<file path="config.mk">
export PLATFORM = sky130hd
export DESIGN_NAME = mandel_result_streamer
export DESIGN_NICKNAME = d
export VERILOG_FILES = /design/src/rtl/mandel_result_streamer.sv
export SDC_FILE = /design/constraint.sdc
export NUM_CORES = 1
export LEC_CHECK = 0
export ABC_CLOCK_PERIOD_IN_PS = 6400
export BUFFER_PORTS_ARGS = -buffer_cell sky130_fd_sc_hd__buf_2
export CORE_MARGIN = 5
export CORE_UTILIZATION = 40
export CTS_CLUSTER_DIAMETER = 50
export CTS_CLUSTER_SIZE = 12
export DETAILED_ROUTE_END_ITERATION = 10
export SYNTH_ARGS = -nofsm -noshare
export SYNTH_HDL_FRONTEND = slang
export SYNTH_SLANG_ARGS = --single-unit
</file>
<file path="constraint.sdc">
create_clock -name clk -period 6.4 [get_ports clk]
set_clock_uncertainty 0.1 [all_clocks]
set_input_delay 1.28 -clock clk [delete_from_list [all_inputs] [get_ports clk]]
set_output_delay 1.28 -clock clk [all_outputs]
set_load 0.02 [all_outputs]
</file>
<file path="src/rtl/mandel_result_streamer.sv">
// Captures finished-pixel iteration counts into a small FIFO and streams each record out as 4-bit nibbles, MS first.
// Optional build macro MANDEL_SEQ_TAG_EN prepends a 4-bit sequence tag nibble to every record.
module mandel_result_streamer #(
    parameter int unsigned CTRWIDTH = 7,
    parameter int unsigned DEPTH    = 4
) (
    input  logic                    clk,
    input  logic                    reset,
    input  logic                    px_valid,
    input  logic [CTRWIDTH-1:0]     px_ctr,
    input  logic [CTRWIDTH-1:0]     max_ctr,
    output logic [3:0]              nib_out,
    output logic                    nib_valid,
    input  logic                    nib_ready,
    output logic                    nib_last,
    output logic [$clog2(DEPTH):0]  fifo_level,
    output logic                    overflow,
    input  logic                    clr_ovf,
    output logic                    busy
);

    localparam int unsigned W         = CTRWIDTH + 1;
    localparam int unsigned NIBS      = (W + 3) / 4;
    localparam int unsigned DATA_BITS = NIBS * 4;
`ifdef MANDEL_SEQ_TAG_EN
    localparam int unsigned TAG_NIBS  = 1;
`else
    localparam int unsigned TAG_NIBS  = 0;
`endif
    localparam int unsigned REC_NIBS  = NIBS + TAG_NIBS;
    localparam int unsigned REC_BITS  = REC_NIBS * 4;
    localparam int unsigned PTR_W     = $clog2(DEPTH);
    localparam int unsigned LVL_W     = $clog2(DEPTH) + 1;
    localparam int unsigned IDX_W     = (REC_NIBS > 1) ? $clog2(REC_NIBS) : 1;
    localparam logic [IDX_W-1:0] IDX_LAST = IDX_W'(REC_NIBS - 1);

    typedef enum logic {IDLE, SEND} state_t;

    state_t               state_q, state_d;
    logic [REC_BITS-1:0]  mem [DEPTH];
    logic [PTR_W-1:0]     wr_ptr_q, rd_ptr_q;
    logic [LVL_W-1:0]     count_q, count_d;
    logic [REC_BITS-1:0]  shreg_q, shreg_d;
    logic [IDX_W-1:0]     idx_q, idx_d;
    logic                 last_q, last_d;
    logic                 ovf_q;
    logic                 busy_q;
    logic                 empty, full, push, pop, drop;
    logic [DATA_BITS-1:0] data_word;
    logic [REC_BITS-1:0]  new_rec;
    logic [REC_BITS-1:0]  head;

    // Record word {inside, count}, zero-extended to whole nibbles
    assign data_word = DATA_BITS'({(px_ctr == max_ctr), px_ctr});

`ifdef MANDEL_SEQ_TAG_EN
    logic [3:0] seq_q;

    assign new_rec = {seq_q, data_word};

    // Sequence tag advances only on accepted pushes
    always_ff @(posedge clk) begin
        if (reset) begin
            seq_q <= 4'd0;
        end else if (push) begin
            seq_q <= seq_q + 4'd1;
        end
    end
`else
    assign new_rec = data_word;
`endif

    assign empty = (count_q == '0);
    assign full  = (count_q == LVL_W'(DEPTH));
    assign head  = mem[rd_ptr_q];

    // Serializer next-state, FIFO pop/push decisions and level update
    always_comb begin
        state_d = state_q;
        shreg_d = shreg_q;
        idx_d   = idx_q;
        last_d  = last_q;
        pop     = 1'b0;
        case (state_q)
            IDLE: begin
                if (!empty) begin
                    pop     = 1'b1;
                    shreg_d = head;
                    idx_d   = '0;
                    last_d  = (IDX_LAST == '0);
                    state_d = SEND;
                end
            end
            SEND: begin
                if (nib_ready) begin
                    if (!last_q) begin
                        shreg_d = shreg_q << 4;
                        idx_d   = idx_q + IDX_W'(1);
                        last_d  = ((idx_q + IDX_W'(1)) == IDX_LAST);
                    end else if (!empty) begin
                        // Back-to-back reload keeps the stream gap-free
                        pop     = 1'b1;
                        shreg_d = head;
                        idx_d   = '0;
                        last_d  = (IDX_LAST == '0);
                    end else begin
                        shreg_d = '0;
                        idx_d   = '0;
                        last_d  = 1'b0;
                        state_d = IDLE;
                    end
                end
            end
            default: state_d = IDLE;
        endcase

        push = px_valid & (~full | pop);
        drop = px_valid & full & ~pop;

        case ({push, pop})
            2'b10:   count_d = count_q + LVL_W'(1);
            2'b01:   count_d = count_q - LVL_W'(1);
            default: count_d = count_q;
        endcase
    end

    always_ff @(posedge clk) begin
        if (reset) begin
            state_q  <= IDLE;
            shreg_q  <= '0;
            idx_q    <= '0;
            last_q   <= 1'b0;
            wr_ptr_q <= '0;
            rd_ptr_q <= '0;
            count_q  <= '0;
            ovf_q    <= 1'b0;
            busy_q   <= 1'b0;
        end else begin
            state_q <= state_d;
            shreg_q <= shreg_d;
            idx_q   <= idx_d;
            last_q  <= last_d;
            count_q <= count_d;
            busy_q  <= (count_d != '0) | (state_d == SEND);
            if (push) begin
                wr_ptr_q <= wr_ptr_q + PTR_W'(1);
            end
            if (pop) begin
                rd_ptr_q <= rd_ptr_q + PTR_W'(1);
            end
            // A drop in the same cycle as a clear keeps the flag set
            if (drop) begin
                ovf_q <= 1'b1;
            end else if (clr_ovf) begin
                ovf_q <= 1'b0;
            end
        end
    end

    // Storage needs no reset; validity is tracked by the pointers
    always_ff @(posedge clk) begin
        if (push) begin
            mem[wr_ptr_q] <= new_rec;
        end
    end

    assign nib_out    = shreg_q[REC_BITS-1 -: 4];
    assign nib_valid  = (state_q == SEND);
    assign nib_last   = last_q;
    assign fifo_level = count_q;
    assign overflow   = ovf_q;
    assign busy       = busy_q;

endmodule

</file>
==> results of run 1 <==
-- layer usage --
layer	wire, um	vias to the layer above	share of wire [%]
met5	0	-	0
met4	61	0	1.6
met3	250	8	6.4
met2	1980	31	51
met1	1600	591	41
li1	-	615	-
-- layout by cell type, fill, tap and decap left out, types with 2 or more instances in the layout --
master	synthesis	final
sky130_fd_sc_hd__nor2_1	17	17
sky130_fd_sc_hd__a21oi_1	4	4
sky130_fd_sc_hd__edfxtp_1	32	32
sky130_fd_sc_hd__ha_1	5	5
sky130_fd_sc_hd__nand4_1	2	2
sky130_fd_sc_hd__a22oi_1	5	5
sky130_fd_sc_hd__buf_2	0	29
sky130_fd_sc_hd__nor3_1	5	5
sky130_fd_sc_hd__nor2b_1	4	4
sky130_fd_sc_hd__and2_1	4	4
sky130_fd_sc_hd__a221oi_1	4	4
sky130_fd_sc_hd__clkbuf_8	0	5
sky130_fd_sc_hd__o21ai_0	2	2
sky130_fd_sc_hd__inv_1	9	9
sky130_fd_sc_hd__xnor2_1	7	7
sky130_fd_sc_hd__dfxtp_1	21	21
sky130_fd_sc_hd__xor2_1	5	5
sky130_fd_sc_hd__mux4_2	8	8
-- stage by stage --
step / instance area, um^2 / setup slack [ns] / cells / hold slack [ns]
floorplan: 2230 / 3.37 / 156 / 0.377
global placement: 2400 / 3.15 / 248 / 0.361
detailed placement: 2400 / 3.07 / 248 / 0.375
CTS: 2490 / 3.38 / 256 / 0.389
global route: 2490 / 3.22 / 256 / 0.426
finish: 2490 / 3.38 / 256 / 0.380
-- registers in the layout (all words and copies together), names as in the netlist, named ones only --
name	flops
mem	32
busy	1
shreg_q	8
fifo_level	3
wr_ptr_q	2
overflow	1
nib_valid	1
rd_ptr_q	2
nib_last	1
-- worst min-delay path, cell delays in order, from the launching register on --
cell	delay, ns
sky130_fd_sc_hd__dfxtp_1	0.32
sky130_fd_sc_hd__nand2b_1	0.06
sky130_fd_sc_hd__a21oi_1	0.06
-- layout make-up --
| cell class | instances | area [um^2] | area share (%) |
|---|---|---|---|
| Sequential cell | 53 | 1380 | 55.4 |
| Multi-Input combinational cell | 85 | 751 | 30.1 |
| Timing Repair Buffer | 29 | 145 | 5.82 |
| Tap cell | 72 | 90.1 | 3.61 |
| Clock buffer | 5 | 68.8 | 2.76 |
| Inverter | 9 | 33.8 | 1.35 |
| Clock inverter | 3 | 25.0 | 1.00 |
-- report_power, final --
| part | switching, mW | internal [mW] |
|---|---|---|
| logic | 0.182 | 0.147 |
| registers | 0.0539 | 0.422 |
| clock network | 0.109 | 0.0790 |
-- worst max-delay path by stage --
stage               slack, ns             to       from  cells after the start
finish                   3.38  fifo_level[2]  nib_ready                     10
floorplan                3.37  fifo_level[2]  nib_ready                      9
global placement         3.15  fifo_level[2]  nib_ready                     10
detailed placement       3.07  fifo_level[2]  nib_ready                     10
global route             3.22  fifo_level[2]  nib_ready                     10
CTS                      3.38  fifo_level[2]  nib_ready                     10
-- cell families after synthesis --
kind of cell / share of synthesized area, %
compound gates: 6.62
fa+ha+maj: 3.70
xor+xnor: 4.71
buf+inv: 4.38
mux: 9.54
flops: 62.0
simple gates: 9.09
==> impl_results.html, run 1 <==
<table>
<tr><th>Metric</th><th>Value</th></tr>
<tr><th colspan="2">Outcome</th></tr>
<tr><td>Status</td><td>finished clean</td></tr>
<tr><th colspan="2">Synth</th></tr>
<tr><td>Cells after Synth</td><td>roughly 160</td></tr>
<tr><td>Warning count from the yosys run</td><td>0</td></tr>
<tr><td>Cell with the most instances after synthesis</td><td>sky130_fd_sc_hd__edfxtp_1</td></tr>
<tr><td>Number of enable-type register cells in the synthesized netlist</td><td>32</td></tr>
<tr><td>Distinct cell type count after synthesis</td><td>33</td></tr>
<tr><td>Main area contributors after synthesis</td><td>sky130_fd_sc_hd__edfxtp_1 43%, sky130_fd_sc_hd__dfxtp_1 19%, sky130_fd_sc_hd__mux4_2 8.1%</td></tr>
<tr><td>Portion of the post-synthesis area used by sequential elements</td><td>62.0%</td></tr>
<tr><td>Ranking of synthesized cells by instance count</td><td>32 x sky130_fd_sc_hd__edfxtp_1, 21 x sky130_fd_sc_hd__dfxtp_1, 17 x sky130_fd_sc_hd__nor2_1</td></tr>
<tr><td>Syn nets</td><td>181</td></tr>
<tr><td>Summed instance area of the synthesized netlist</td><td>around 2200 um^2</td></tr>
<tr><td>Number of synthesized register bits</td><td>53</td></tr>
<tr><td>Async SR Flop Fraction</td><td>0%</td></tr>
<tr><td>Top cell type's share of synthesized area</td><td>a little over two fifths</td></tr>
<tr><td>Top cell type by total area after synthesis</td><td>sky130_fd_sc_hd__edfxtp_1</td></tr>
<tr><td>Post-Syn Area per Cell</td><td>14.3 um^2</td></tr>
<tr><td>Prevailing post-synth register cell</td><td>sky130_fd_sc_hd__edfxtp_1</td></tr>
<tr><th colspan="2">Finish</th></tr>
<tr><td>Post-layout nets</td><td>around 210</td></tr>
<tr><td>Final standard cell utilization of the core</td><td>45.6%</td></tr>
<tr><td>Fraction of final layout cells with drive strength greater than 1</td><td>27.2%</td></tr>
<tr><td>Growth of design area from synthesis to finish</td><td>11.9%</td></tr>
<tr><td>Fillers</td><td>519</td></tr>
<tr><td>Inserted Diodes</td><td>0</td></tr>
<tr><th colspan="2">Drt</th></tr>
<tr><td>Remaining antenna violation count after routing</td><td>0</td></tr>
<tr><td>Drt wl/cell</td><td>15.2 um</td></tr>
<tr><td>Initial DRC count</td><td>51</td></tr>
<tr><td>Pre-Repair DR Iteration Count</td><td>4</td></tr>
<tr><td>Vias per inst</td><td>between 4 and 5</td></tr>
<tr><td>DR vias</td><td>1245</td></tr>
<tr><td>Detailed Route WL</td><td>3890 um</td></tr>
<tr><td>DR DRC count</td><td>0</td></tr>
<tr><th colspan="2">Setup path</th></tr>
<tr><td>Category of the most critical setup path</td><td>in2reg</td></tr>
<tr><td>Largest stage delay on the critical path</td><td>0.37 ns</td></tr>
<tr><td>Launch instance of the worst register-to-register path</td><td>nib_valid</td></tr>
<tr><td>Cell depth of the worst flop-to-flop path</td><td>9</td></tr>
<tr><td>WP data arrival</td><td>3.16 ns</td></tr>
<tr><td>Critical Path End Type</td><td>flip-flop</td></tr>
<tr><td>Max Fanout on Critical Path</td><td>7</td></tr>
<tr><td>Gate family responsible for the most delay along the worst path</td><td>compound AO/OA/AOI/OAI gates</td></tr>
<tr><td>CP startpoint kind</td><td>primary input</td></tr>
<tr><td>Slack of the worst reg-to-reg path</td><td>3.94 ns</td></tr>
<tr><td>Required time at the endpoint of the critical path</td><td>6.54 ns</td></tr>
<tr><td>Total buffers and inverters traversed by the critical path</td><td>3</td></tr>
<tr><td>Reg2reg end</td><td>fifo_level[2]</td></tr>
<tr><td>Worst path most repeated cell</td><td>sky130_fd_sc_hd__inv_1</td></tr>
<tr><td>Critical path, cell by cell</td><td>buf_2 -&gt; a21boi_4 -&gt; a31oi_4 -&gt; inv_1 -&gt; ha_1 -&gt; inv_1 -&gt; fa_1 -&gt; xor2_1 -&gt; or3_1 -&gt; a21oi_1</td></tr>
<tr><td>Crit path max-delay cell type</td><td>sky130_fd_sc_hd__fa_1</td></tr>
<tr><th colspan="2">STA</th></tr>
<tr><td>Slew at the pin with the worst max-slew slack</td><td>around 0.56 ns</td></tr>
<tr><td>Pins over their slew limit</td><td>0</td></tr>
<tr><td>Period Utilization, post-route</td><td>47.1%</td></tr>
<tr><td>Achievable clock frequency</td><td>332 MHz</td></tr>
<tr><td>Relative slew margins</td><td>62.9%</td></tr>
<tr><td>Count of endpoints failing hold in the final timing report</td><td>0</td></tr>
<tr><td>Final setup TNS</td><td>0 ns</td></tr>
<tr><td>Shortest period the worst path allows</td><td>3.02 ns</td></tr>
<tr><td>Number of failing setup endpoints in the final timing report</td><td>0</td></tr>
<tr><td>Unrepaired setup endpoints after global routing</td><td>false</td></tr>
<tr><th colspan="2">Global route</th></tr>
<tr><td>Met3 layer usage reported by global route</td><td>approximately 3.8%</td></tr>
<tr><td>Met1 demand-to-capacity share in global routing</td><td>14.2%</td></tr>
<tr><td>Overall routing resource usage</td><td>11.9%</td></tr>
<tr><td>Via count of the first global-routing pass</td><td>~1300</td></tr>
<tr><td>Met2 Resource Use GR</td><td>19.8%</td></tr>
<tr><td>Pin count of the biggest net entering global routing</td><td>21</td></tr>
<tr><td>Wire length of the first global-routing pass</td><td>6620 um</td></tr>
<tr><td>Most used routing layer</td><td>met2</td></tr>
<tr><td>GR Overflow Total</td><td>0</td></tr>
<tr><td>Initial antenna violation count</td><td>0</td></tr>
<tr><th colspan="2">Clock network</th></tr>
<tr><td>Clock latency on the worst-skew pair</td><td>roughly 0.3 ns</td></tr>
<tr><td>Sink count of the clock tree</td><td>53</td></tr>
<tr><td>Number of buffers on the longest clock path</td><td>2</td></tr>
<tr><td>Number of hold buffers added after CTS</td><td>0</td></tr>
<tr><td>Number of setup buffers added after CTS</td><td>0</td></tr>
<tr><td>Clock edge transition at the registers on the reported setup and hold paths</td><td>about 0.090 ns</td></tr>
<tr><td>CTS tree</td><td>yes</td></tr>
<tr><td>CTS buffer count</td><td>5</td></tr>
<tr><td>Clock tree root driver cell</td><td>sky130_fd_sc_hd__clkbuf_8</td></tr>
<tr><td>Total of cells resized after clock tree synthesis</td><td>0</td></tr>
<tr><td>Maximum level of the CTS H-tree</td><td>2</td></tr>
<tr><th colspan="2">Floorplanning</th></tr>
<tr><td>Vertical die dimension</td><td>84.7 um</td></tr>
<tr><td>Core Rows</td><td>27</td></tr>
<tr><td>Std-Cell Core Area</td><td>5470 um^2</td></tr>
<tr><td>Effective utilization at floorplan</td><td>40.7%</td></tr>
<tr><td>Die Width</td><td>~85 um</td></tr>
<tr><td>Die footprint</td><td>7170 um^2</td></tr>
<tr><td>Number of top-level design ports</td><td>30</td></tr>
<tr><th colspan="2">Power and ir drop</th></tr>
<tr><td>Total design power</td><td>993 uW</td></tr>
<tr><td>Power Dens Cells</td><td>398 nW/um^2</td></tr>
<tr><td>Total leakage power</td><td>0.896 nW</td></tr>
<tr><td>Maximum VDD drop</td><td>about 0.16 mV</td></tr>
<tr><th colspan="2">Flow run</th></tr>
<tr><td>Number of maximum-capacitance violations</td><td>0</td></tr>
<tr><th colspan="2">Place</th></tr>
<tr><td>Quantity of I/O buffers inserted on ports</td><td>29</td></tr>
<tr><td>Detailed Place HPWL</td><td>2890 um</td></tr>
<tr><td>Final RePlAce weighted congestion</td><td>0.773</td></tr>
<tr><th colspan="2">Hold path</th></tr>
<tr><td>Type of the tightest min-delay check</td><td>reg2reg</td></tr>
<tr><td>Hold-critical path depth</td><td>2</td></tr>
<tr><td>Launch point of the worst hold path</td><td>overflow</td></tr>
<tr><td>Worst-case hold path end point</td><td>overflow</td></tr>
</table>
No activity file was read; power rests on OpenSTA's default activity.
==> run 2: changes to the inputs <==
--- a/config.mk
+++ b/config.mk
@@ -5,7 +5,8 @@
 export SDC_FILE = /design/constraint.sdc
 export NUM_CORES = 1
 export LEC_CHECK = 0
-export ABC_CLOCK_PERIOD_IN_PS = 6400
+export ABC_AREA = 1
+export ABC_CLOCK_PERIOD_IN_PS = 3000
 export BUFFER_PORTS_ARGS = -buffer_cell sky130_fd_sc_hd__buf_2
 export CORE_MARGIN = 5
 export CORE_UTILIZATION = 40
==> constraint.sdc (replaced) <==
create_clock -name clk -period 3 [get_ports clk]
set_clock_uncertainty 0.1 [all_clocks]
set_input_delay 0.6 -clock clk [delete_from_list [all_inputs] [get_ports clk]]
set_output_delay 0.6 -clock clk [all_outputs]
set_load 0.02 [all_outputs]
==> run 2 against run 1 <==
  * Sequential share of layout area decreased by 4.0 points
  * Area after synthesis is 7.1% higher
  * Cell area rose by 7.9%
  * Non-clock buffer count grew 5
  * Sequential power rose by 110%
  * Via count increased by 33%
  * Largest cell class unchanged
  * Largest power group unchanged
==> impl_results.html, run 2 <==
<table>
<tr><th>Metric</th><th>Value</th></tr>
<tr><th colspan="2">Floorplanning</th></tr>
<tr><td>Effective utilization at floorplan</td><td>40.8%</td></tr>
<tr><td>Die Width</td><td>around 87 um</td></tr>
<tr><td>Die footprint</td><td>approximately 7600 um^2</td></tr>
<tr><td>Vertical die dimension</td><td>87.3 um</td></tr>
<tr><td>Std-Cell Core Area</td><td>5850 um^2</td></tr>
<tr><td>Number of top-level design ports</td><td>30</td></tr>
<tr><td>Core Rows</td><td>28</td></tr>
<tr><th colspan="2">Global route</th></tr>
<tr><td>GR Overflow Total</td><td>0</td></tr>
<tr><td>Initial antenna violation count</td><td>0</td></tr>
<tr><td>Pin count of the biggest net entering global routing</td><td>22</td></tr>
<tr><td>Overall routing resource usage</td><td>12.3%</td></tr>
<tr><td>Via count of the first global-routing pass</td><td>about 1600</td></tr>
<tr><td>Wire length of the first global-routing pass</td><td>just over 7000 um</td></tr>
<tr><th colspan="2">Synth</th></tr>
<tr><td>Async SR Flop Fraction</td><td>0%</td></tr>
<tr><td>Cells after Synth</td><td>256</td></tr>
<tr><td>Post-Syn Area per Cell</td><td>between 9 and 10 um^2</td></tr>
<tr><td>Number of synthesized register bits</td><td>53</td></tr>
<tr><td>Summed instance area of the synthesized netlist</td><td>approximately 2400 um^2</td></tr>
<tr><td>Main area contributors after synthesis</td><td>sky130_fd_sc_hd__edfxtp_1 40%, sky130_fd_sc_hd__dfxtp_1 18%, sky130_fd_sc_hd__nand2_1 10%</td></tr>
<tr><td>Syn nets</td><td>281</td></tr>
<tr><td>Distinct cell type count after synthesis</td><td>29</td></tr>
<tr><td>Top cell type's share of synthesized area</td><td>40.2%</td></tr>
<tr><td>Number of enable-type register cells in the synthesized netlist</td><td>32</td></tr>
<tr><td>Top cell type by total area after synthesis</td><td>sky130_fd_sc_hd__edfxtp_1</td></tr>
<tr><td>Portion of the post-synthesis area used by sequential elements</td><td>between 50% and 60%</td></tr>
<tr><td>Prevailing post-synth register cell</td><td>sky130_fd_sc_hd__edfxtp_1</td></tr>
<tr><td>Ranking of synthesized cells by instance count</td><td>64 x sky130_fd_sc_hd__nand2_1, 32 x sky130_fd_sc_hd__edfxtp_1, 32 x sky130_fd_sc_hd__inv_1</td></tr>
<tr><td>Warning count from the yosys run</td><td>0</td></tr>
<tr><td>Cell with the most instances after synthesis</td><td>sky130_fd_sc_hd__nand2_1</td></tr>
<tr><th colspan="2">Setup path</th></tr>
<tr><td>WP data arrival</td><td>2.36 ns</td></tr>
<tr><td>Slack of the worst reg-to-reg path</td><td>~0.79 ns</td></tr>
<tr><td>Launch instance of the worst register-to-register path</td><td>fifo_level[2]</td></tr>
<tr><td>Crit path max-delay cell type</td><td>sky130_fd_sc_hd__fa_1</td></tr>
<tr><td>Required time at the endpoint of the critical path</td><td>approximately 3.2 ns</td></tr>
<tr><td>CP startpoint kind</td><td>flip-flop</td></tr>
<tr><td>Gate family responsible for the most delay along the worst path</td><td>simple AND/OR/NAND/NOR gates</td></tr>
<tr><td>Max Fanout on Critical Path</td><td>8</td></tr>
<tr><td>Category of the most critical setup path</td><td>reg2reg</td></tr>
<tr><td>Largest stage delay on the critical path</td><td>around 0.38 ns</td></tr>
<tr><td>Worst path most repeated cell</td><td>sky130_fd_sc_hd__inv_1</td></tr>
<tr><td>Critical Path End Type</td><td>flip-flop</td></tr>
<tr><td>Cell depth of the worst flop-to-flop path</td><td>11</td></tr>
<tr><td>Total buffers and inverters traversed by the critical path</td><td>2</td></tr>
<tr><td>Critical path, cell by cell</td><td>inv_1 -&gt; nor3_1 -&gt; nand2_2 -&gt; nand2_4 -&gt; ha_1 -&gt; inv_1 -&gt; fa_1 -&gt; or2_2 -&gt; nand3_1 -&gt; nand2_1 -&gt; a21oi_1</td></tr>
<tr><td>Reg2reg end</td><td>fifo_level[2]</td></tr>
<tr><th colspan="2">Clock network</th></tr>
<tr><td>Clock tree root driver cell</td><td>sky130_fd_sc_hd__clkbuf_8</td></tr>
<tr><td>Maximum level of the CTS H-tree</td><td>2</td></tr>
<tr><td>Number of buffers on the longest clock path</td><td>2</td></tr>
<tr><td>Total of cells resized after clock tree synthesis</td><td>0</td></tr>
<tr><td>Sink count of the clock tree</td><td>53</td></tr>
<tr><td>CTS tree</td><td>yes</td></tr>
<tr><td>CTS buffer count</td><td>5</td></tr>
<tr><td>Clock latency on the worst-skew pair</td><td>0.30 ns</td></tr>
<tr><td>Number of hold buffers added after CTS</td><td>0</td></tr>
<tr><td>Number of setup buffers added after CTS</td><td>0</td></tr>
<tr><td>Clock edge transition at the registers on the reported setup and hold paths</td><td>about 0.090 ns</td></tr>
<tr><th colspan="2">Place</th></tr>
<tr><td>Quantity of I/O buffers inserted on ports</td><td>29</td></tr>
<tr><td>Detailed Place HPWL</td><td>3050 um</td></tr>
<tr><td>Final RePlAce weighted congestion</td><td>0.765</td></tr>
<tr><th colspan="2">Drt</th></tr>
<tr><td>DR DRC count</td><td>0</td></tr>
<tr><td>DR vias</td><td>approximately 1700</td></tr>
<tr><td>Pre-Repair DR Iteration Count</td><td>4</td></tr>
<tr><td>Detailed Route WL</td><td>4380 um</td></tr>
<tr><td>Remaining antenna violation count after routing</td><td>0</td></tr>
<tr><td>Vias per inst</td><td>roughly 4.5</td></tr>
<tr><td>Drt wl/cell</td><td>12.0 um</td></tr>
<tr><td>Initial DRC count</td><td>between 80 and 90</td></tr>
<tr><th colspan="2">Hold path</th></tr>
<tr><td>Launch point of the worst hold path</td><td>shreg_q[1]</td></tr>
<tr><td>Worst-case hold path end point</td><td>shreg_q[1]</td></tr>
<tr><td>Hold-critical path depth</td><td>2</td></tr>
<tr><td>Type of the tightest min-delay check</td><td>reg2reg</td></tr>
<tr><th colspan="2">Finish</th></tr>
<tr><td>Final standard cell utilization of the core</td><td>approximately 46%</td></tr>
<tr><td>Post-layout nets</td><td>313</td></tr>
<tr><td>Growth of design area from synthesis to finish</td><td>12.7%</td></tr>
<tr><td>Fillers</td><td>about 580</td></tr>
<tr><td>Most common cell after layout, fill and taps aside</td><td>sky130_fd_sc_hd__nand2_1</td></tr>
<tr><td>Most flops, register</td><td>mem</td></tr>
<tr><td>Fraction of final layout cells with drive strength greater than 1</td><td>about a fifth</td></tr>
<tr><td>Inserted Diodes</td><td>0</td></tr>
<tr><td>Max reg flops</td><td>32</td></tr>
<tr><td>Commonest cells after routing, fill and taps aside</td><td>64 x sky130_fd_sc_hd__nand2_1, 32 x sky130_fd_sc_hd__inv_1, 32 x sky130_fd_sc_hd__edfxtp_1, 29 x sky130_fd_sc_hd__nor2_1, 29 x sky130_fd_sc_hd__buf_2</td></tr>
<tr><th colspan="2">STA</th></tr>
<tr><td>Achievable clock frequency</td><td>between 400 and 500 MHz</td></tr>
<tr><td>Relative slew margins</td><td>between 70% and 80%</td></tr>
<tr><td>Period Utilization, post-route</td><td>73.8%</td></tr>
<tr><td>Pins over their slew limit</td><td>0</td></tr>
<tr><td>Final setup TNS</td><td>0 ns</td></tr>
<tr><td>Unrepaired setup endpoints after global routing</td><td>false</td></tr>
<tr><td>Shortest period the worst path allows</td><td>around 2.2 ns</td></tr>
<tr><td>Count of endpoints failing hold in the final timing report</td><td>0</td></tr>
<tr><td>Slew at the pin with the worst max-slew slack</td><td>0.382 ns</td></tr>
<tr><td>Number of failing setup endpoints in the final timing report</td><td>0</td></tr>
<tr><th colspan="2">Outcome</th></tr>
<tr><td>Status</td><td>finished clean</td></tr>
<tr><th colspan="2">Power and ir drop</th></tr>
<tr><td>Total design power</td><td>2.27 mW</td></tr>
<tr><td>Total leakage power</td><td>1.15 nW</td></tr>
<tr><td>Maximum VDD drop</td><td>about 0.31 mV</td></tr>
<tr><td>Power Dens Cells</td><td>about 840 nW/um^2</td></tr>
<tr><th colspan="2">Flow run</th></tr>
<tr><td>Number of maximum-capacitance violations</td><td>0</td></tr>
</table>
## run 2: through the flow
stage | std cells | area, um^2 | setup slack [ns] | hold WS (ns)
after global routing | 364 | 2690 | 0.586 | 0.390
after global placement | 356 | 2610 | 0.616 | 0.351
after CTS | 364 | 2690 | 0.783 | 0.369
final | 364 | 2690 | 0.786 | 0.366
after floorplan | 256 | 2390 | 0.793 | 0.333
after detailed placement | 356 | 2610 | 0.577 | 0.354
## run 2: cell families (layout without fill, tap and decap cells)
| family | after synthesis | count (layout) | synth area share, % |
|---|---|---|---|
| AND/OR/NAND/NOR | 115 | 115 | 20.3 |
| flip-flops | 53 | 53 | 57.8 |
| buffers and inverters | 45 | 78 | 8.28 |
| AO/OA/AOI/OAI | 29 | 29 | 7.18 |
| XOR/XNOR | 8 | 8 | 2.93 |
| adder cells (fa/ha/maj) | 6 | 6 | 3.46 |
## run 2: area by class of cell
| cell class | instances | area [um^2] | area share, % |
|---|---|---|---|
| clock buffers | 5 | 68.8 | 2.56 |
| clock inverters | 3 | 17.5 | 0.651 |
| inverters | 36 | 138 | 5.11 |
| multi-input cells | 158 | 810 | 30.1 |
| flip-flops and latches | 53 | 1380 | 51.3 |
| well taps | 75 | 93.8 | 3.49 |
| repair buffers | 34 | 183 | 6.79 |
## run 2: report_power, final
part	leakage, nW	internal, mW	switching, mW
Combinational	0.644	0.307	0.589
Sequential	0.468	0.904	0.0826
Clock	0.0417	0.161	0.227
Total	1.15	1.37	0.899
## run 2: how the worst max path moves through the flow
| stage | from | to | slack [ns] | cells after the start |
|---|---|---|---|---|
| 2_1_floorplan | nib_ready | fifo_level[2] | 0.79 | 12 |
| 3_3_place_gp | nib_ready | fifo_level[2] | 0.62 | 13 |
| 3_5_place_dp | nib_ready | fifo_level[2] | 0.58 | 13 |
| 4_1_cts | fifo_level[2] | fifo_level[2] | 0.78 | 11 |
| 5_1_grt | fifo_level[2] | fifo_level[2] | 0.59 | 11 |
| 6_report | fifo_level[2] | fifo_level[2] | 0.79 | 11 |
## run 2: metal layers
metal	global-route usage, %	part of all wire [%]
met1	15.2	47
met4	4.60	1.2
met3	2.93	5.0
met2	20.5	47
met5	0	0
## run 2: worst register-to-register path: cells and delay by family (launching register included)
kind            cells  cell delay, ns
fa+ha+maj           2            0.52
simple gates        6            0.91
flops               1            0.36
compound gates      1            0.11
buf+inv             2            0.16
==> run 3: changes to the inputs <==
--- a/config.mk
+++ b/config.mk
@@ -5,8 +5,8 @@
 export SDC_FILE = /design/constraint.sdc
 export NUM_CORES = 1
 export LEC_CHECK = 0
-export ABC_AREA = 1
-export ABC_CLOCK_PERIOD_IN_PS = 3000
+export ABC_AREA = 0
+export ABC_CLOCK_PERIOD_IN_PS = 1900
 export BUFFER_PORTS_ARGS = -buffer_cell sky130_fd_sc_hd__buf_2
 export CORE_MARGIN = 5
 export CORE_UTILIZATION = 40
==> constraint.sdc (replaced) <==
create_clock -name clk -period 1.9 [get_ports clk]
set_clock_uncertainty 0.1 [all_clocks]
set_input_delay 0.38 -clock clk [delete_from_list [all_inputs] [get_ports clk]]
set_output_delay 0.38 -clock clk [all_outputs]
set_load 0.02 [all_outputs]
==> run 3 against run 2 <==
  * The flow now finishes with violations (setup timing)
  * Critical path type unchanged
  * Combinational power grew 57%
  * Global-route usage up 0.27 points
  * Core utilization grew 3.2 points
  * Count of clock-buffer cells in the layout unchanged
  * First-iteration DRC count fell by 30%
  * Largest power group unchanged
  * Clock power up 75%
==> impl_results.html, run 3 (synthesized netlist as in run 1, its figures left out) <==
<table>
<tr><th>Metric</th><th>Value</th></tr>
<tr><th colspan="2">Outcome</th></tr>
<tr><td>Status</td><td>finished, violations left</td></tr>
<tr><td>Violated checks</td><td>setup timing</td></tr>
<tr><th colspan="2">Flow run</th></tr>
<tr><td>Number of maximum-capacitance violations</td><td>0</td></tr>
<tr><th colspan="2">Power and ir drop</th></tr>
<tr><td>Total leakage power</td><td>0.998 nW</td></tr>
<tr><td>Total design power</td><td>3.66 mW</td></tr>
<tr><td>Power spent charging and discharging nets</td><td>1.26 mW</td></tr>
<tr><td>Power Dens Cells</td><td>1360 nW/um^2</td></tr>
<tr><td>Combinational cell fraction of total power</td><td>38.5%</td></tr>
<tr><td>Clock Power Share</td><td>18.6%</td></tr>
<tr><td>Proportion of power drawn by flip-flops and latches</td><td>42.9%</td></tr>
<tr><td>Internal power contribution</td><td>2.40 mW</td></tr>
<tr><td>Maximum VDD drop</td><td>0.612 mV</td></tr>
<tr><td>Switching power share of the total</td><td>34.4%</td></tr>
<tr><th colspan="2">Finish</th></tr>
<tr><td>Max reg flops</td><td>32</td></tr>
<tr><td>FF+latch area</td><td>~1400 um^2</td></tr>
<tr><td>Commonest cells after routing, fill and taps aside</td><td>32 x sky130_fd_sc_hd__edfxtp_1, 29 x sky130_fd_sc_hd__buf_2, 16 x sky130_fd_sc_hd__nor2_1, 16 x sky130_fd_sc_hd__dfxtp_1, 14 x sky130_fd_sc_hd__buf_4</td></tr>
<tr><td>Fillers</td><td>506</td></tr>
<tr><td>Post-layout nets</td><td>225</td></tr>
<tr><td>Summed area of non-filler cells in the final layout</td><td>2690 um^2</td></tr>
<tr><td>Growth of design area from synthesis to finish</td><td>20.7%</td></tr>
<tr><td>Fraction of final layout cells with drive strength greater than 1</td><td>38.8%</td></tr>
<tr><td>Inserted Diodes</td><td>0</td></tr>
<tr><td>Area of the multi-input gates</td><td>778 um^2</td></tr>
<tr><td>Most flops, register</td><td>mem</td></tr>
<tr><td>Most common cell after layout, fill and taps aside</td><td>sky130_fd_sc_hd__edfxtp_1</td></tr>
<tr><th colspan="2">Clock network</th></tr>
<tr><td>Number of buffers on the longest clock path</td><td>2</td></tr>
<tr><td>Clock edge transition at the registers on the reported setup and hold paths</td><td>0.11 ns</td></tr>
<tr><td>Number of hold buffers added after CTS</td><td>0</td></tr>
<tr><td>CTS tree</td><td>yes</td></tr>
<tr><td>CTS buffer count</td><td>5</td></tr>
<tr><td>Maximum level of the CTS H-tree</td><td>2</td></tr>
<tr><td>Clock latency on the worst-skew pair</td><td>roughly 0.31 ns</td></tr>
<tr><td>Clock tree root driver cell</td><td>sky130_fd_sc_hd__clkbuf_8</td></tr>
<tr><td>Sink count of the clock tree</td><td>53</td></tr>
<tr><th colspan="2">Global route</th></tr>
<tr><td>Via count of the first global-routing pass</td><td>1421</td></tr>
<tr><td>Pin count of the biggest net entering global routing</td><td>21</td></tr>
<tr><td>Initial antenna violation count</td><td>0</td></tr>
<tr><td>GR Overflow Total</td><td>0</td></tr>
<tr><td>Wire length of the first global-routing pass</td><td>6990 um</td></tr>
<tr><td>Overall routing resource usage</td><td>12.5%</td></tr>
<tr><th colspan="2">Floorplanning</th></tr>
<tr><td>Vertical die dimension</td><td>roughly 85 um</td></tr>
<tr><td>Core Rows</td><td>27</td></tr>
<tr><td>Std-Cell Core Area</td><td>about 5500 um^2</td></tr>
<tr><td>Effective utilization at floorplan</td><td>40.7%</td></tr>
<tr><td>Die footprint</td><td>between 7000 and 8000 um^2</td></tr>
<tr><td>Die Width</td><td>between 80 and 90 um</td></tr>
<tr><td>Number of top-level design ports</td><td>30</td></tr>
<tr><th colspan="2">Setup path</th></tr>
<tr><td>Critical Path End Type</td><td>flip-flop</td></tr>
<tr><td>Max Fanout on Critical Path</td><td>2</td></tr>
<tr><td>Worst path most repeated cell</td><td>sky130_fd_sc_hd__inv_2</td></tr>
<tr><td>Required time at the endpoint of the critical path</td><td>between 2 and 2.5 ns</td></tr>
<tr><td>Category of the most critical setup path</td><td>reg2reg</td></tr>
<tr><td>WP data arrival</td><td>2.13 ns</td></tr>
<tr><td>Gate family responsible for the most delay along the worst path</td><td>compound AO/OA/AOI/OAI gates</td></tr>
<tr><td>Critical path, cell by cell</td><td>a21boi_4 -&gt; a31oi_4 -&gt; inv_2 -&gt; ha_4 -&gt; inv_2 -&gt; fa_2 -&gt; xor2_1 -&gt; or3_1 -&gt; a21oi_1</td></tr>
<tr><td>Total buffers and inverters traversed by the critical path</td><td>2</td></tr>
<tr><td>Largest stage delay on the critical path</td><td>0.35 ns</td></tr>
<tr><td>CP startpoint kind</td><td>flip-flop</td></tr>
<tr><td>Crit path max-delay cell type</td><td>sky130_fd_sc_hd__dfxtp_4</td></tr>
<tr><th colspan="2">Hold path</th></tr>
<tr><td>Type of the tightest min-delay check</td><td>in2reg</td></tr>
<tr><th colspan="2">STA</th></tr>
<tr><td>Number of failing setup endpoints in the final timing report</td><td>1</td></tr>
<tr><td>Pins over their slew limit</td><td>0</td></tr>
<tr><td>Shortest period the worst path allows</td><td>1.99 ns</td></tr>
<tr><td>Relative slew margins</td><td>55.1%</td></tr>
<tr><td>Period Utilization, post-route</td><td>105%</td></tr>
<tr><td>Slew at the pin with the worst max-slew slack</td><td>0.668 ns</td></tr>
<tr><td>Count of endpoints failing hold in the final timing report</td><td>0</td></tr>
<tr><td>Final setup TNS</td><td>-0.0856 ns</td></tr>
<tr><td>Unrepaired setup endpoints after global routing</td><td>true</td></tr>
<tr><td>Achievable clock frequency</td><td>504 MHz</td></tr>
<tr><td>Hold Worst Slack</td><td>0.208 ns</td></tr>
<tr><td>Final worst slack</td><td>-0.0856 ns</td></tr>
<tr><th colspan="2">Drt</th></tr>
<tr><td>DR DRC count</td><td>0</td></tr>
<tr><td>Detailed Route WL</td><td>4140 um</td></tr>
<tr><td>Vias per inst</td><td>between 4 and 5</td></tr>
<tr><td>Drt wl/cell</td><td>approximately 15 um</td></tr>
<tr><td>Pre-Repair DR Iteration Count</td><td>4</td></tr>
<tr><td>Initial DRC count</td><td>59</td></tr>
<tr><td>Remaining antenna violation count after routing</td><td>0</td></tr>
<tr><td>DR vias</td><td>1343</td></tr>
<tr><th colspan="2">Place</th></tr>
<tr><td>Final RePlAce weighted congestion</td><td>0.775</td></tr>
<tr><td>Quantity of I/O buffers inserted on ports</td><td>29</td></tr>
<tr><td>Pre-CTS setup slack</td><td>-0.277 ns</td></tr>
<tr><td>Detailed Place HPWL</td><td>2950 um</td></tr>
<tr><td>Post-DP Area</td><td>2570 um^2</td></tr>
</table>
-- run 3: cell count changes in the layout (fill, tap and decap cells not counted), moves of 5 or more --
| cell | previous run | this run |
|---|---|---|
| sky130_fd_sc_hd__mux4_2 | 0 | 8 |
| sky130_fd_sc_hd__buf_4 | 5 | 14 |
| sky130_fd_sc_hd__nor2_1 | 29 | 16 |
| sky130_fd_sc_hd__xor2_1 | 0 | 5 |
| sky130_fd_sc_hd__nand3_1 | 7 | 0 |
| sky130_fd_sc_hd__nand2_1 | 64 | 0 |
| sky130_fd_sc_hd__dfxtp_1 | 21 | 16 |
| sky130_fd_sc_hd__nand2_2 | 5 | 0 |
| sky130_fd_sc_hd__a22oi_1 | 0 | 5 |
| sky130_fd_sc_hd__a21oi_1 | 14 | 4 |
| sky130_fd_sc_hd__inv_1 | 32 | 7 |
-- run 3: final cells by class --
class | instances | area share, %
clock buffers | 5 | 2.56
clock inverters | 3 | 1.07
well taps | 72 | 3.35
multi-input cells | 85 | 28.9
repair buffers | 46 | 11.2
inverters | 9 | 1.26
flip-flops and latches | 53 | 51.7
-- run 3: power by group through the flow --
stage	combinational (mW)	clock, mW	sequential (mW)
after floorplan	0.929	0	1.63
after global routing	1.55	0.767	1.60
final	1.41	0.678	1.57
after CTS	1.38	0.711	1.58
after detailed placement	1.35	0	1.60
after global placement	1.32	0	1.59
-- run 3: final timing paths --
path / from / endpoint / slack [ns] / depth (start not counted)
setup / recovery: nib_valid / fifo_level[2] / -0.09 / 9
hold / removal: px_ctr[3] / mem[3][3] / 0.21 / 1
setup reg to reg: nib_valid / fifo_level[2] / -0.09 / 9
hold reg to reg: overflow / overflow / 0.40 / 2
-- run 3: through the flow --
step,util (%),cells
CTS,49.0,273
global placement,46.9,265
floorplan,-,156
detailed placement,46.9,265
finish,49.2,273
global route,49.2,273
-- run 3: per-layer routing --
metal	track usage (%)	vias up	share of wire [%]
li1	-	648	-
met1	16.4	656	45
met2	20.1	33	48
met3	3.83	6	5.2
met4	3.74	0	1.2
met5	0	-	0
-- run 3: timing repair --
action | 4_1_cts | 5_1_grt
gates cloned | 0 | 0
resized for setup | 4 | 2
hold endpoints to repair | 0 | 0
pin swaps | 3 | 3
setup buffers | 0 | 0
endpoints found under the setup margin | 2 | 2
